`src/rtl/cdec_pkg.sv`:
```
// Shared CDEC8 memory-programmer defaults.
package cdec_pkg;
  localparam int CDEC_ADDR_W          = 8;
  localparam int CDEC_DATA_W          = 8;
  localparam int CDEC_DEBOUNCE_CYCLES = 16;
  localparam int CDEC_RD_LAT          = 1;
endpackage

```
`src/rtl/btn_debounce.sv`:
```
// Synchronises an active-low bouncy button and emits one pulse per accepted press.
module btn_debounce #(
  parameter int DEBOUNCE_CYCLES = 16
) (
  input  logic clock,
  input  logic reset_N,
  input  logic btn_n,
  output logic step
);
  localparam int CW = $clog2(DEBOUNCE_CYCLES + 1);

  logic [1:0]    sync;
  logic          pressed;
  logic          level;
  logic [CW-1:0] cnt;

  assign pressed = ~sync[1];

  // Sync FFs reset to the released (high) level so no phantom press follows reset.
  always_ff @(posedge clock or negedge reset_N) begin
    if (!reset_N) begin
      sync  <= 2'b11;
      level <= 1'b0;
      cnt   <= '0;
      step  <= 1'b0;
    end else begin
      sync <= {sync[0], btn_n};
      step <= 1'b0;
      if (pressed == level) begin
        cnt <= '0;
      end else if (cnt == CW'(DEBOUNCE_CYCLES - 1)) begin
        level <= pressed;
        cnt   <= '0;
        step  <= pressed;
      end else begin
        cnt <= cnt + 1'b1;
      end
    end
  end
endmodule

```
`src/rtl/front_panel_programmer.sv`:
```
// Front-panel memory programmer: address load, write/post-increment, read-step, prefetch.
module front_panel_programmer
  import cdec_pkg::*;
#(
  parameter int ADDR_W          = CDEC_ADDR_W,
  parameter int DATA_W          = CDEC_DATA_W,
  parameter int DEBOUNCE_CYCLES = CDEC_DEBOUNCE_CYCLES,
  parameter int RD_LAT          = CDEC_RD_LAT
) (
  input  logic              clock,
  input  logic              reset_N,
  input  logic              mode,
  input  logic              step_btn,
  input  logic              set_adrs,
  input  logic              wr_sel,
  input  logic [DATA_W-1:0] sw_data,
  input  logic [DATA_W-1:0] mm_q,
  output logic [ADDR_W-1:0] pr_adrs,
  output logic [DATA_W-1:0] pr_code,
  output logic              pr_wr_en,
  output logic [DATA_W-1:0] rd_data,
  output logic              busy,
  output logic              wrap
);
  typedef enum logic [1:0] {S_IDLE, S_WRITE, S_INC, S_FETCH} state_t;

  state_t            state, nxt;
  logic              step, mode_q;
  logic              ld_adrs, ld_code, inc, cap;
  logic [RD_LAT:0]   vld_pipe;
  logic [ADDR_W-1:0] sw_adrs;

  generate
    if (ADDR_W <= DATA_W) begin : g_trunc
      assign sw_adrs = sw_data[ADDR_W-1:0];
    end else begin : g_zext
      assign sw_adrs = {{(ADDR_W-DATA_W){1'b0}}, sw_data};
    end
  endgenerate

  btn_debounce #(.DEBOUNCE_CYCLES(DEBOUNCE_CYCLES)) u_deb (
    .clock  (clock),
    .reset_N(reset_N),
    .btn_n  (step_btn),
    .step   (step)
  );

  assign busy     = (state != S_IDLE);
  assign pr_wr_en = (state == S_WRITE) & mode;

  always_comb begin
    nxt     = state;
    ld_adrs = 1'b0;
    ld_code = 1'b0;
    inc     = 1'b0;
    cap     = 1'b0;
    if (!mode) begin
      nxt = S_IDLE;
    end else begin
      case (state)
        S_IDLE: begin
          if (step) begin
            if (set_adrs) begin
              ld_adrs = 1'b1;
              nxt     = S_FETCH;
            end else if (wr_sel) begin
              ld_code = 1'b1;
              nxt     = S_WRITE;
            end else begin
              nxt = S_INC;
            end
          end else if (!mode_q) begin
            nxt = S_FETCH;  // entering program mode refreshes the display
          end
        end
        S_WRITE: nxt = S_INC;
        S_INC: begin
          inc = 1'b1;
          nxt = S_FETCH;
        end
        S_FETCH: begin
          if (vld_pipe[RD_LAT]) begin
            cap = 1'b1;
            nxt = S_IDLE;
          end
        end
        default: nxt = S_IDLE;
      endcase
    end
  end

  always_ff @(posedge clock or negedge reset_N) begin
    if (!reset_N) begin
      state    <= S_IDLE;
      mode_q   <= 1'b0;
      pr_adrs  <= '0;
      pr_code  <= '0;
      rd_data  <= '0;
      wrap     <= 1'b0;
      vld_pipe <= '0;
    end else begin
      state  <= nxt;
      mode_q <= mode;
      if (ld_adrs) begin
        pr_adrs <= sw_adrs;
        wrap    <= 1'b0;
      end else if (inc) begin
        pr_adrs <= pr_adrs + 1'b1;
        if (&pr_adrs) wrap <= 1'b1;
      end
      if (ld_code) pr_code <= sw_data;
      if (cap)     rd_data <= mm_q;
      // vld_pipe[k] marks k cycles since pr_adrs settled for this fetch
      if (state != S_FETCH && nxt == S_FETCH)
        vld_pipe <= {{RD_LAT{1'b0}}, 1'b1};
      else if (state == S_FETCH)
        vld_pipe <= {vld_pipe[RD_LAT-1:0], 1'b0};
      else
        vld_pipe <= '0;
    end
  end
endmodule

```
`config.mk`:
```
export PLATFORM = sky130hd
export DESIGN_NAME = front_panel_programmer
export DESIGN_NICKNAME = d
export VERILOG_FILES = /design/src/rtl/cdec_pkg.sv /design/src/rtl/btn_debounce.sv /design/src/rtl/front_panel_programmer.sv
export SDC_FILE = /design/constraint.sdc
export NUM_CORES = 1
export LEC_CHECK = 0
export CAP_MARGIN = 10
export CORE_MARGIN = 5
export CORE_UTILIZATION = 47
export CTS_CLUSTER_DIAMETER = 40
export DETAILED_ROUTE_END_ITERATION = 8
export PLACE_DENSITY = 0.82
export REMOVE_ABC_BUFFERS = 1
export SLEW_MARGIN = 20
export SYNTH_ARGS = -nofsm -noshare
export SYNTH_HDL_FRONTEND = slang
export SYNTH_SLANG_ARGS = --single-unit
```
`constraint.sdc`:
```
create_clock -name clock -period 1.5 [get_ports clock]
set_input_delay 0.3 -clock clock [delete_from_list [all_inputs] [get_ports clock]]
set_output_delay 0.3 -clock clock [all_outputs]
set_load 0.05 [all_outputs]
```
==> run_results.csv <==
group,metric,value,unit
critical_path,crit_required,1.76,ns
route,routed_wl,5265,µm
floorplan,core-area,3416,µm²
critical_path,end_kind,"register",
timing,report.final.slew_viol_count,0,
layout,stdcell_area,2843,µm²
clock_tree,cts_tree,"built",
clock_tree,clk_latency,0.35,ns
layout,final_cell_mix,"37 x dfrtp_1, 28 x buf_12, 19 x clkdlybuf4s50_1",
clock_tree,clk_path_buf_depth,2,
timing,skew,0.02243,ns
critical_path,timing.rr.start,"state[1]$_DFF_PN0_",
clock_tree,ctsHtreeMaxLevel,2,
synthesis,syn-cell-area,1694,µm²
placement,place_inst,253,
grt,gr-total-overflow,0,
floorplan,ios,49,
route,ant_nets,0,
placement,pre_cts_slack,-0.3019,ns
critical_path,rr_endpoint,"pr_adrs[5]$_DFFE_PN0P_",
clock_tree,clk_pin_slew_worst_paths,0.13,ns
layout,seq_area,978.4,µm²
placement,port_buffers,48,
pwr,leakage,1.366,nW
status,status,"complete, but fails checks",
timing,period_minus_slack,1.636,ns
synthesis,ys_ff_latch,39,
route,num_vias,1526,
floorplan,initial_core_util,0.4960,
timing,worst_slew_pin_slew,0.4573,ns
hold_path,hold_start,"u_deb.sync[0]$_DFF_PN1_",
layout,area_delta_synth_final,67.80,%
layout,layout_commonest_cell,"dfrtp_1",
timing,max_freq,611.4,MHz
synthesis,postSynthCellCount,145,
flow_run,drv_cap,0,
route,drc,0,
pwr,irDropWorstVdd,840.8,µV
clock_tree,cts_sinks,39,
floorplan,die_y,70.04,µm
timing,setup_slack,-0.1356,ns
critical_path,worstSetupPathType,"register to register",
synthesis,syn_avg_cell_area,11.68,µm²
placement,place_hpwl,3473,µm
route,wl_per_cell,19.50,µm
route,routed_via_density,5.652,
grt,grt_max_degree,23,
placement,gp_congestion,0.9049,
route,drt_first_pass_iters,4,
hold_path,hp-class,"register to register",
layout,multi_input_area,726.9,µm²
floorplan,die_w,70.04,µm
layout,drive_gt1_frac,0.3722,
status,violations,"negative setup slack",
timing,min_period_over_period,1.090,
critical_path,worst_ep_arrival_time,1.90,ns
critical_path,r2r_setup_slack,-0.14,ns
pwr,power_density,1339,nW/µm²
hold_path,hold-path-cell-count,0,
timing,rsz0062_at_grt,"yes",
grt,grt_pass1_wl,8142,µm
synthesis,yosys_warnings,0,
timing,slew_headroom,0.6951,
grt,grt_pass1_vias,1714,
layout,final_cell_count_no_fill,270,
synthesis,seq_area_frac_synth,0.5775,
clock_tree,root_buffer,"clkbuf_4",
clock_tree,cts_buffers,5,
synthesis,synth_cell_types,34,
placement,placed_area,2624,µm²
timing,report.final.hold_viol_count,0,
hold_path,hold_end,"u_deb.sync[1]$_DFF_PN1_",
critical_path,reg2reg_depth,6,
floorplan,die_area,4905,µm²
grt,antenna_found_initial,1,
floorplan,num_rows,21,
layout,fin_nets,246,
critical_path,critPathLaunchType,"register",
route,dr.first_iter.drc_count,141,
timing,setup_viol,19,
grt,grt_usage,0.2110,
layout,n_fill_cell,169,
critical_path,path_max_fanout,4,
worst max-delay path by stage:
stage | to | from | depth (start not counted)
CTS | busy | state[1]$_DFF_PN0_ | 3
detailed placement | wrap$_DFFE_PN0P_ | mode | 6
floorplan | pr_adrs[6]$_DFFE_PN0P_ | pr_adrs[0]$_DFFE_PN0P_ | 5
finish | pr_adrs[5]$_DFFE_PN0P_ | state[1]$_DFF_PN0_ | 6
global route | pr_adrs[7]$_DFFE_PN0P_ | state[1]$_DFF_PN0_ | 5
global placement | pr_code[7]$_DFFE_PN0P_ | mode | 5
layer usage:
metal | vias up | share of wire | wire length [µm] | global-route usage
li1 | 675 | - | - | -
met1 | 741 | 0.35 | 1830 | 0.2160
met2 | 81 | 0.51 | 2686 | 0.3757
met3 | 29 | 0.076 | 400 | 0.07317
met4 | 0 | 0.066 | 348 | 0.1106
met5 | - | 0 | 0 | 0
state kept, by name, summed over array words and instances, names as in the netlist:
signal and flops:
vld_pipe 2, wrap 1, u_deb.sync 2, pr_adrs 8, state 2, u_deb.level 1
rd_data 8, u_deb.cnt 5, mode_q 1, u_deb.step 1, pr_code 8
metrics by stage:
stage | hold WS, ns | TNS [ns] | utilization | power (W)
3_3_place_gp | 0.2592 | -4.356 | 0.7681 | 0.002905
3_5_place_dp | 0.2741 | -5.497 | 0.7681 | 0.002970
2_1_floorplan | 0.004409 | -0.1811 | - | 0.002095
6_report | 0.3617 | -1.133 | 0.8322 | 0.003807
5_1_grt | 0.3514 | -1.760 | 0.8322 | 0.003969
4_1_cts | 0.3631 | -0.1181 | 0.8194 | 0.003753
timing repair:
item / CTS / global route
hold endpoints to repair: 17 / 0
gates resized for setup: 11 / 9
gates cloned: 0 / 0
setup buffers: 6 / 1
endpoints found under the setup margin: 3 / 19
pin swaps: 1 / 2
hold buffers: 1 / 0
synth_stat cells:
library cell,number,share of area
xor2_1,2,0.010
mux2_2,8,0.053
o21ai_1,2,0.0059
buf_2,2,0.0059
nand3b_1,1,0.0044
a21oi_1,13,0.038
or3b_1,1,0.0052
a311oi_1,1,0.0052
a311o_1,1,0.0059
xnor2_1,1,0.0052
nand3_1,6,0.018
clkbuf_1,1,0.0022
nor2_1,8,0.018
dfrtp_1,37,0.55
a22oi_1,1,0.0044
nor3b_2,1,0.0074
nand4_1,3,0.011
and3_1,6,0.022
o311ai_1,1,0.0052
ha_1,2,0.015
nor4_1,2,0.0074
nand2_1,8,0.018
o21ai_0,5,0.015
or2_2,3,0.011
nand3_2,1,0.0059
a31oi_1,2,0.0074
o22ai_1,1,0.0037
mux2i_1,4,0.024
o31ai_1,1,0.0044
inv_1,4,0.0089
and2_1,2,0.0074
mux2_1,8,0.053
nand2b_1,4,0.015
dfstp_2,2,0.031
final cells by class:
| cell class | instances | area share |
|---|---|---|
| clock inverter | 2 | 0.01232 |
| tap | 46 | 0.02025 |
| clock buffer | 6 | 0.01805 |
| timing repair buffer | 73 | 0.3424 |
| inverter | 4 | 0.006162 |
| multi-input combinational | 99 | 0.2557 |
| sequential | 39 | 0.3442 |
| antenna | 1 | 0.0008803 |
power breakdown:
| group | leakage [nW] | internal [W] | switching, W |
|---|---|---|---|
| registers | 0.497 | 0.00119 | 0.000184 |
| clock network | 0.0482 | 0.000394 | 0.000355 |
| logic | 0.821 | 0.000785 | 0.000901 |
critical path, stage by stage, from the launching register on:
cell	delay [ns]
dfrtp_1	0.42
buf_4	0.17
nor3b_4	0.29
buf_4	0.18
and3_4	0.21
o21ai_1	0.09
a22oi_1	0.20
cells by family (layout without fill, tap and decap cells):
family                   count (synthesis)  after routing  share of synthesized area
AO/OA/AOI/OAI                           28             28                    0.09528
multiplexers                            20             20                     0.1300
adder cells (fa/ha/maj)                  2              2                    0.01477
buffers and inverters                    7             85                    0.01698
other                                    0              1                          0
AND/OR/NAND/NOR                         46             46                     0.1499
XOR/XNOR                                 3              3                    0.01551
flip-flops                              39             39                     0.5775
Power figures use the tool's default switching activity.
